**src/rtl/sort_frame_sequencer_pkg.sv**
```systemverilog
// Shared widths and FSM encoding for the frame sort sequencer.
package sort_frame_sequencer_pkg;
    localparam int NETWORK_WIDTH = 8;
    localparam int INDEX_WIDTH   = 4;

    typedef enum logic [1:0] {
        FILL  = 2'd0,
        SORT  = 2'd1,
        DRAIN = 2'd2
    } state_e;
endpackage

```
**src/rtl/sort_frame_sequencer_comparison_size_x.sv**
```systemverilog
// Combinational bitonic sorting network carrying an index tag with each value.
module comparison_size_x
    import sort_frame_sequencer_pkg::*;
#(
    parameter int SIZE  = 8,
    parameter int DEPTH = $clog2(SIZE),
    parameter bit UP    = 1'b1
) (
    input  logic [SIZE-1:0][NETWORK_WIDTH-1:0] in_data,
    input  logic [SIZE-1:0][INDEX_WIDTH-1:0]   in_index,
    output logic [SIZE-1:0][NETWORK_WIDTH-1:0] out_data,
    output logic [SIZE-1:0][INDEX_WIDTH-1:0]   out_index
);

    logic [SIZE-1:0][NETWORK_WIDTH-1:0] d;
    logic [SIZE-1:0][INDEX_WIDTH-1:0]   x;
    logic [NETWORK_WIDTH-1:0]           td;
    logic [INDEX_WIDTH-1:0]             tx;
    logic [DEPTH-1:0]                   il;
    logic [DEPTH-1:0]                   ll;
    logic                               asc;
    logic                               swap;

    // Stage s merges bitonic runs of length 2<<s; partner distance halves each pass.
    always_comb begin
        d    = in_data;
        x    = in_index;
        td   = '0;
        tx   = '0;
        il   = '0;
        ll   = '0;
        asc  = 1'b0;
        swap = 1'b0;
        for (int s = 0; s < DEPTH; s++) begin
            for (int t = s; t >= 0; t--) begin
                for (int i = 0; i < SIZE; i++) begin
                    if ((i ^ (1 << t)) > i) begin
                        il   = DEPTH'(i);
                        ll   = DEPTH'(i ^ (1 << t));
                        asc  = (((i & (2 << s)) == 0) == UP);
                        swap = asc ? (d[il] > d[ll]) : (d[il] < d[ll]);
                        if (swap) begin
                            td    = d[il];
                            d[il] = d[ll];
                            d[ll] = td;
                            tx    = x[il];
                            x[il] = x[ll];
                            x[ll] = tx;
                        end
                    end
                end
            end
        end
    end

    assign out_data  = d;
    assign out_index = x;

endmodule

```
**src/rtl/sort_frame_sequencer.sv**
```systemverilog
// Collects SIZE samples, sorts them in one cycle, then streams them out in order
// together with each sample's arrival slot.
module sort_frame_sequencer
    import sort_frame_sequencer_pkg::*;
#(
    parameter int SIZE    = 8,
    parameter bit DESCEND = 1'b0
) (
    input  logic                     clk,
    input  logic                     rst_n,
    input  logic                     clear,
    input  logic                     in_valid,
    output logic                     in_ready,
    input  logic [NETWORK_WIDTH-1:0] in_data,
    output logic                     out_valid,
    input  logic                     out_ready,
    output logic [NETWORK_WIDTH-1:0] out_data,
    output logic [INDEX_WIDTH-1:0]   out_index,
    output logic                     out_last,
    output logic                     busy
);

    localparam int CW = $clog2(SIZE);

    state_e                   state_q, state_d;
    logic [CW-1:0]            wr_cnt_q, wr_cnt_d;
    logic [CW-1:0]            rd_cnt_q, rd_cnt_d;
    logic [CW-1:0]            rd_nxt;
    logic                     in_ready_q, in_ready_d;
    logic                     out_valid_q, out_valid_d;
    logic                     out_last_q, out_last_d;
    logic [NETWORK_WIDTH-1:0] out_data_q, out_data_d;
    logic [INDEX_WIDTH-1:0]   out_index_q, out_index_d;
    logic                     in_fire;
    logic                     out_fire;

    logic [SIZE-1:0][NETWORK_WIDTH-1:0] ibuf_data_q, ibuf_data_d;
    logic [SIZE-1:0][INDEX_WIDTH-1:0]   ibuf_idx_q, ibuf_idx_d;
    logic [SIZE-1:0][NETWORK_WIDTH-1:0] obuf_data_q, obuf_data_d;
    logic [SIZE-1:0][INDEX_WIDTH-1:0]   obuf_idx_q, obuf_idx_d;
    logic [SIZE-1:0][NETWORK_WIDTH-1:0] srt_data;
    logic [SIZE-1:0][INDEX_WIDTH-1:0]   srt_idx;

    // Sorter emits in drain order directly, so rd_cnt indexes it one-to-one.
    comparison_size_x #(
        .SIZE  (SIZE),
        .DEPTH (CW),
        .UP    (!DESCEND)
    ) u_sorter (
        .in_data   (ibuf_data_q),
        .in_index  (ibuf_idx_q),
        .out_data  (srt_data),
        .out_index (srt_idx)
    );

    assign in_fire  = in_valid && in_ready_q && (state_q == FILL);
    assign out_fire = out_valid_q && out_ready && (state_q == DRAIN);
    assign rd_nxt   = rd_cnt_q + CW'(1);

    always_comb begin
        state_d     = state_q;
        wr_cnt_d    = wr_cnt_q;
        rd_cnt_d    = rd_cnt_q;
        in_ready_d  = in_ready_q;
        out_valid_d = out_valid_q;
        out_last_d  = out_last_q;
        out_data_d  = out_data_q;
        out_index_d = out_index_q;
        ibuf_data_d = ibuf_data_q;
        ibuf_idx_d  = ibuf_idx_q;
        obuf_data_d = obuf_data_q;
        obuf_idx_d  = obuf_idx_q;
        if (clear) begin
            state_d     = FILL;
            wr_cnt_d    = '0;
            rd_cnt_d    = '0;
            in_ready_d  = 1'b1;
            out_valid_d = 1'b0;
            out_last_d  = 1'b0;
            out_data_d  = '0;
            out_index_d = '0;
        end else begin
            case (state_q)
                FILL: begin
                    in_ready_d = 1'b1;
                    if (in_fire) begin
                        ibuf_data_d[wr_cnt_q] = in_data;
                        ibuf_idx_d[wr_cnt_q]  = INDEX_WIDTH'(wr_cnt_q);
                        if (wr_cnt_q == CW'(SIZE - 1)) begin
                            state_d    = SORT;
                            wr_cnt_d   = '0;
                            in_ready_d = 1'b0;
                        end else begin
                            wr_cnt_d = wr_cnt_q + CW'(1);
                        end
                    end
                end
                SORT: begin
                    obuf_data_d = srt_data;
                    obuf_idx_d  = srt_idx;
                    out_data_d  = srt_data[0];
                    out_index_d = srt_idx[0];
                    out_valid_d = 1'b1;
                    out_last_d  = 1'b0;
                    in_ready_d  = 1'b0;
                    state_d     = DRAIN;
                end
                DRAIN: begin
                    if (out_fire) begin
                        if (rd_cnt_q == CW'(SIZE - 1)) begin
                            state_d     = FILL;
                            rd_cnt_d    = '0;
                            in_ready_d  = 1'b1;
                            out_valid_d = 1'b0;
                            out_last_d  = 1'b0;
                            out_data_d  = '0;
                            out_index_d = '0;
                        end else begin
                            rd_cnt_d    = rd_nxt;
                            out_data_d  = obuf_data_q[rd_nxt];
                            out_index_d = obuf_idx_q[rd_nxt];
                            out_last_d  = (rd_nxt == CW'(SIZE - 1));
                        end
                    end
                end
                default: begin
                    state_d    = FILL;
                    in_ready_d = 1'b0;
                end
            endcase
        end
    end

    always_ff @(posedge clk or negedge rst_n) begin
        if (!rst_n) begin
            state_q     <= FILL;
            wr_cnt_q    <= '0;
            rd_cnt_q    <= '0;
            in_ready_q  <= 1'b0;
            out_valid_q <= 1'b0;
            out_last_q  <= 1'b0;
            out_data_q  <= '0;
            out_index_q <= '0;
        end else begin
            state_q     <= state_d;
            wr_cnt_q    <= wr_cnt_d;
            rd_cnt_q    <= rd_cnt_d;
            in_ready_q  <= in_ready_d;
            out_valid_q <= out_valid_d;
            out_last_q  <= out_last_d;
            out_data_q  <= out_data_d;
            out_index_q <= out_index_d;
        end
    end

    // Frame storage is fully qualified by the FSM, so it carries no reset.
    always_ff @(posedge clk) begin
        ibuf_data_q <= ibuf_data_d;
        ibuf_idx_q  <= ibuf_idx_d;
        obuf_data_q <= obuf_data_d;
        obuf_idx_q  <= obuf_idx_d;
    end

    assign in_ready  = in_ready_q;
    assign out_valid = out_valid_q;
    assign out_last  = out_last_q;
    assign out_data  = out_data_q;
    assign out_index = out_index_q;
    assign busy      = !((state_q == FILL) && (wr_cnt_q == '0));

endmodule
```
**config.mk**
```make
export PLATFORM = sky130hd
export DESIGN_NAME = sort_frame_sequencer
export DESIGN_NICKNAME = d
export VERILOG_FILES = /design/src/rtl/sort_frame_sequencer_pkg.sv /design/src/rtl/sort_frame_sequencer_comparison_size_x.sv /design/src/rtl/sort_frame_sequencer.sv
export SDC_FILE = /design/constraint.sdc
export NUM_CORES = 1
export LEC_CHECK = 0
export ABC_AREA = 1
export BUFFER_PORTS_ARGS = -buffer_cell sky130_fd_sc_hd__buf_2
export CAP_MARGIN = 20
export CORE_MARGIN = 1
export CORE_UTILIZATION = 30
export DETAILED_ROUTE_END_ITERATION = 10
export PLACE_DENSITY_LB_ADDON = 0.3
export RECOVER_POWER = 100
export SYNTH_ARGS = -nofsm -noshare
export SYNTH_HDL_FRONTEND = slang
export SYNTH_SLANG_ARGS = --single-unit
```
**constraint.sdc**
```tcl
create_clock -name clk -period 29.8 [get_ports clk]
set_input_delay 0 -clock clk [delete_from_list [all_inputs] [get_ports clk]]
set_output_delay 0 -clock clk [all_outputs]
set_load 0.005 [all_outputs]
```
# == Yosys cells after proc, flatten, opt, wreduce, memory -nomap -nowiden ==
# Index checks and enable logic that the tools add are counted.
# op_classes
n_eq_ne,9
n_reduce_logical,22
n_bitwise,1
n_addsub,2
n_lt_le_gt_ge,27
mux,118
# ops
op,n
$mux 8,41
$mux 16,12
$gt 8x8->1,18
$mux 4,29
$bwmux 64,1
$lt 8x8->1,6
$bwmux 32,1
$bmux 8 s3,1
$demux 8 s3,1
$mux 3,8
$pmux 8 s2,1
$bmux 4 s3,1
$demux 4 s3,1
$mux 1,11
$mux 2,5
$reduce_and 2->1,5
$eq 3x3->1 const B,3
$lt 3x4->1 const B,2
$pmux 4 s2,1
$reduce_bool 2->1,4
$add 3x1->3 const B,2
$logic_and 1x1->1,6
$ne 3x2->1 const B,2
$ne 3x3->1 const B,2
other kinds (12),15
# word_totals
reg_bits,215
output_inout_bits,16
wordCells,219
in_bits,13

# == Logic depth before layout (Yosys ltp) ==
# logic_depth
depth_word,14
ltp_mapped,70

# == By module ==
# From an unflattened synthesis, not the netlist that was laid out.
# unflattened
hier_cells,2792
hier_area_um2,19299.8
# by_module_without_submodules
module,seq_area_each_um2,cells_each,instances,area_each_um2
comparison_size_x,0.0,2195,1,11426.0
sort_frame_sequencer,6100.9,597,1,7873.8

# == Worst setup path before layout ==
# No wires, ideal clock.
# synth_timing
path_kind,register -> register
start,register ibuf_data_q[39] (netlist bit)
end,register obuf_idx_q[4] (netlist bit) (data pin)
path_buffers,8
setup_time_ps,265
path_stages_with_launch,54
path_slack_ps,19957
t_arrival_ps,9578
path_cell_list,edfxtp_1 > ha_1 > a21o_1 > nor2_1 > nand2_2 > nand2_2 > clkbuf_1 > clkbuf_1 > nor2_1 > a21oi_1 > ha_1 > a21oi_1 > nor2_1 > a211oi_1 > nand2_2 > inv_1 > clkbuf_1 > nand2_1 > [18 not listed] > ha_1 > a21oi_1 > nor2_1 > a211oi_1 > nand2_4 > nand2_4 > buf_6 > nand2_1 > and2_1 > ha_1 > nand2_1 > nor2_1 > nand2_1 > a32oi_1 > clkinv_1 > buf_2 > nor2_1 > a31oi_1
# synth_rtl
element,line_no,source
"start, declared",sort_frame_sequencer.sv:37,"logic [SIZE-1:0][NETWORK_WIDTH-1:0] ibuf_data_q, ibuf_data_d;"
"start signal, assigned",sort_frame_sequencer.sv:158,ibuf_data_q <= ibuf_data_d;
"end signal, assigned",sort_frame_sequencer.sv:161,obuf_idx_q <= obuf_idx_d;
"end, declared",sort_frame_sequencer.sv:40,"logic [SIZE-1:0][INDEX_WIDTH-1:0] obuf_idx_q, obuf_idx_d;"

==> results.toml <==
[synthesis]
yosys_most_used_dff = "edfxtp_1"
yosysMostFrequentCell = "nand2_1"
synthArstFlopShare_pct = 11.1
synth_seq_cells = 198
synth_top_area_share_pct = 30.5
syn_area_per_cell_sq_um = 7.26
syn_inst = 2386
synth_top_cell_by_area = "edfxtp_1"
synth_edf_count = 176
synth_cell_types = 49
synthTopCellsByCount = "683 x nand2_1, 401 x o21ai_0, 229 x inv_1"
synth_seq_area_share_pct = 33.7
synth_nets = 2586
synth_area_sq_um = 17300
yosysWarnings = 0
synthTopCellsByArea = "edfxtp_1 31%, nand2_1 15%, ha_1 14%"

[sta]
slew_headroom_pct = -147
drv_slew = 286
min_period_ns = 16.63
hold_viol = 0
timing.fmax_ghz = 0.0601
finalCritPeriodShare_pct = 55.8
rsz0062_at_grt = "false"
setup_viol_count_final = 0
final.setup.tns_ns = 0
worst_slack_ns = 13.17
finalClockSkew_ns = 0.0182
max_slew.worst_pin.slew_ns = 3.70

[drt]
drtIter0Drc = 1301
drtAntennaViolNets = 0
routed_wirelength_mm = 55.9
drcViolationCount = 0
via_per_inst = 5.11
routedWlPerCell_microns = 17.8
first_pass_iters = 6
via_count = 16016

[cells_and_area]
fin_util_pct = 33.0
syn_to_final_growth_pct = 8.05
regArea_sq_um = 5840
fillers = 6028
drive_gt1_share_pct = 4.25
antenna_cells = 0
layout.nets = 2563
multiInputGateArea_sq_um = 10100
finalNonFillerCells = 3132

[global_routing]
antenna_found_initial = 0
overflow = 0
grt.total_usage_pct = 19.1
grt_max_degree = 71
grt_pass1_vias = 14610
grt_first_pass_wirelength_mm = 86.2

[cts]
clkTransAtPathRegs_ns = 0.08
cts_setup_buffers = 0
cts_sinks = 198
clk-insertion-delay-late_ns = 0.49
cts_made_buffers = 17
h-tree-depth = 4
tritoncts = "built"
cts_resized = 0
clockRootBuffer = "clkbuf_16"
clk_path_buf_depth = 2

[setup_path]
crit_path_end_kind = "flop"
critPathRequiredTime_ns = 29.99
path_max_fanout = 44
crit_path_start_kind = "flop"
slowest_stage = "a32oi_1"
cp.arrival_ns = 16.82
crit_type = "reg -> reg"
max_stage_delay_ns = 1.31

[floorplan]
dieArea_sq_um = 58700
die_w_microns = 242
die_h_microns = 242
core_area_sq_um = 56700
initial_core_util_pct = 30.5
io_pins = 29
rows = 87

[placed_design]
post-place-cells = 3083
pre_cts_slack_ns = 16.46
port_buffers = 27
gp_congestion = 1.01
hpwlAfterDp_mm = 45.7

[status]
status = "finished, violations left"
failed_checks = "max-capacitance violations, max-slew violations"

[job]
drv_cap = 7

[worst_hold_path]
min_path_type = "in -> reg"
[metal layers]
layer  GRT usage (%)  routed length (microns)
met1            26.3                    26500
met2            29.3                    24200
met3            3.47                     3200
met4            7.41                     1930
met5               0                        0
[flip-flops by register name (all words and copies together) (netlist names)]
register,count
ibuf_data_q,64
ibuf_idx_q,24
in_ready,1
obuf_data_q,64
obuf_idx_q,24
out_data,8
out_index,3
out_last,1
out_valid,1
rd_cnt_q,3
state_q,2
wr_cnt_q,3
[kinds of logic (layout without fill, tap and decap cells)]
family	count (synthesis)	count (layout)	synth area share, %
compound gates	645	645	20.5
xor+xnor	1	1	0.0506
fa+ha+maj	187	187	13.5
buf+inv	340	330	7.81
flops	198	198	33.7
mux	17	17	0.982
other cells	1	1	0.0216
simple gates	997	997	23.4
[worst max-delay path, delay by kind of cell, from the launching register on]
kind | cells | cell delay [ns]
AND/OR/NAND/NOR | 14 | 1.69
AO/OA/AOI/OAI | 18 | 7.77
flip-flops | 1 | 0.42
buffers and inverters | 7 | 4.31
adder cells (fa/ha/maj) | 6 | 2.10
[worst paths after layout]
path	startpoint	endpoint	slack, ns	cells past startpoint
worst max-delay path	ibuf_data_q[3]	obuf_data_q[50]	13.17	45
worst min-delay path	clear	out_valid	0.36	3
worst max register to register	ibuf_data_q[3]	obuf_data_q[50]	13.17	45
worst min register to register	out_last	out_last	0.49	2
max in group asynchronous	rst_n	wr_cnt_q[0]	28.43	2
min in group asynchronous	rst_n	out_data[5]	0.44	2
[stage by stage]
| stage | cell area (sq um) | hold slack [ns] |
|---|---|---|
| final | 18700 | 0.360 |
| after global routing | 18700 | 0.390 |
| after CTS | 18800 | 0.0651 |
| after detailed placement | 18100 | 0.0512 |
| after global placement | 18100 | 0.0489 |
| after floorplan | 17300 | -0.296 |
[layout by cell type (no fill, tap or decap), types with 11 or more instances in the layout]
cell           synthesis  routed
mux2i_1               17      17
dfrtp_1               22      22
o21ai_1               30      14
a21oi_1              118     118
ha_1                 187     187
nor2_1               173     174
buf_2                  7      11
and2_1                19      14
edfxtp_1             176     176
nand2_2               22      21
clkbuf_16              0      17
inv_1                229     229
a211oi_1              17      17
o32ai_1               20      20
clkbuf_1              82      30
o21ai_0              401     421
nand2_1              683     686
nand3_1               80      80
o21ai_2               16      12
dlygate4sd3_1          0      13
[area by class of cell]
type / count / share of cell area [%]
multi-input cells: 1848 / 54.0
flip-flops and latches: 198 / 31.2
well taps: 756 / 5.05
inverters: 236 / 4.73
clock buffers: 17 / 2.27
repair buffers: 62 / 1.90
clock inverters: 15 / 0.889
[timing repair]
action | 4_1_cts | 5_1_grt
setup endpoints to repair | 0 | 0
hold buffers | 13 | 0
hold endpoints to repair | 93 | 0
Power is left out: the tool's default activity adds up to more than one toggle a clock period on the data nets, which glitch-free logic cannot reach.
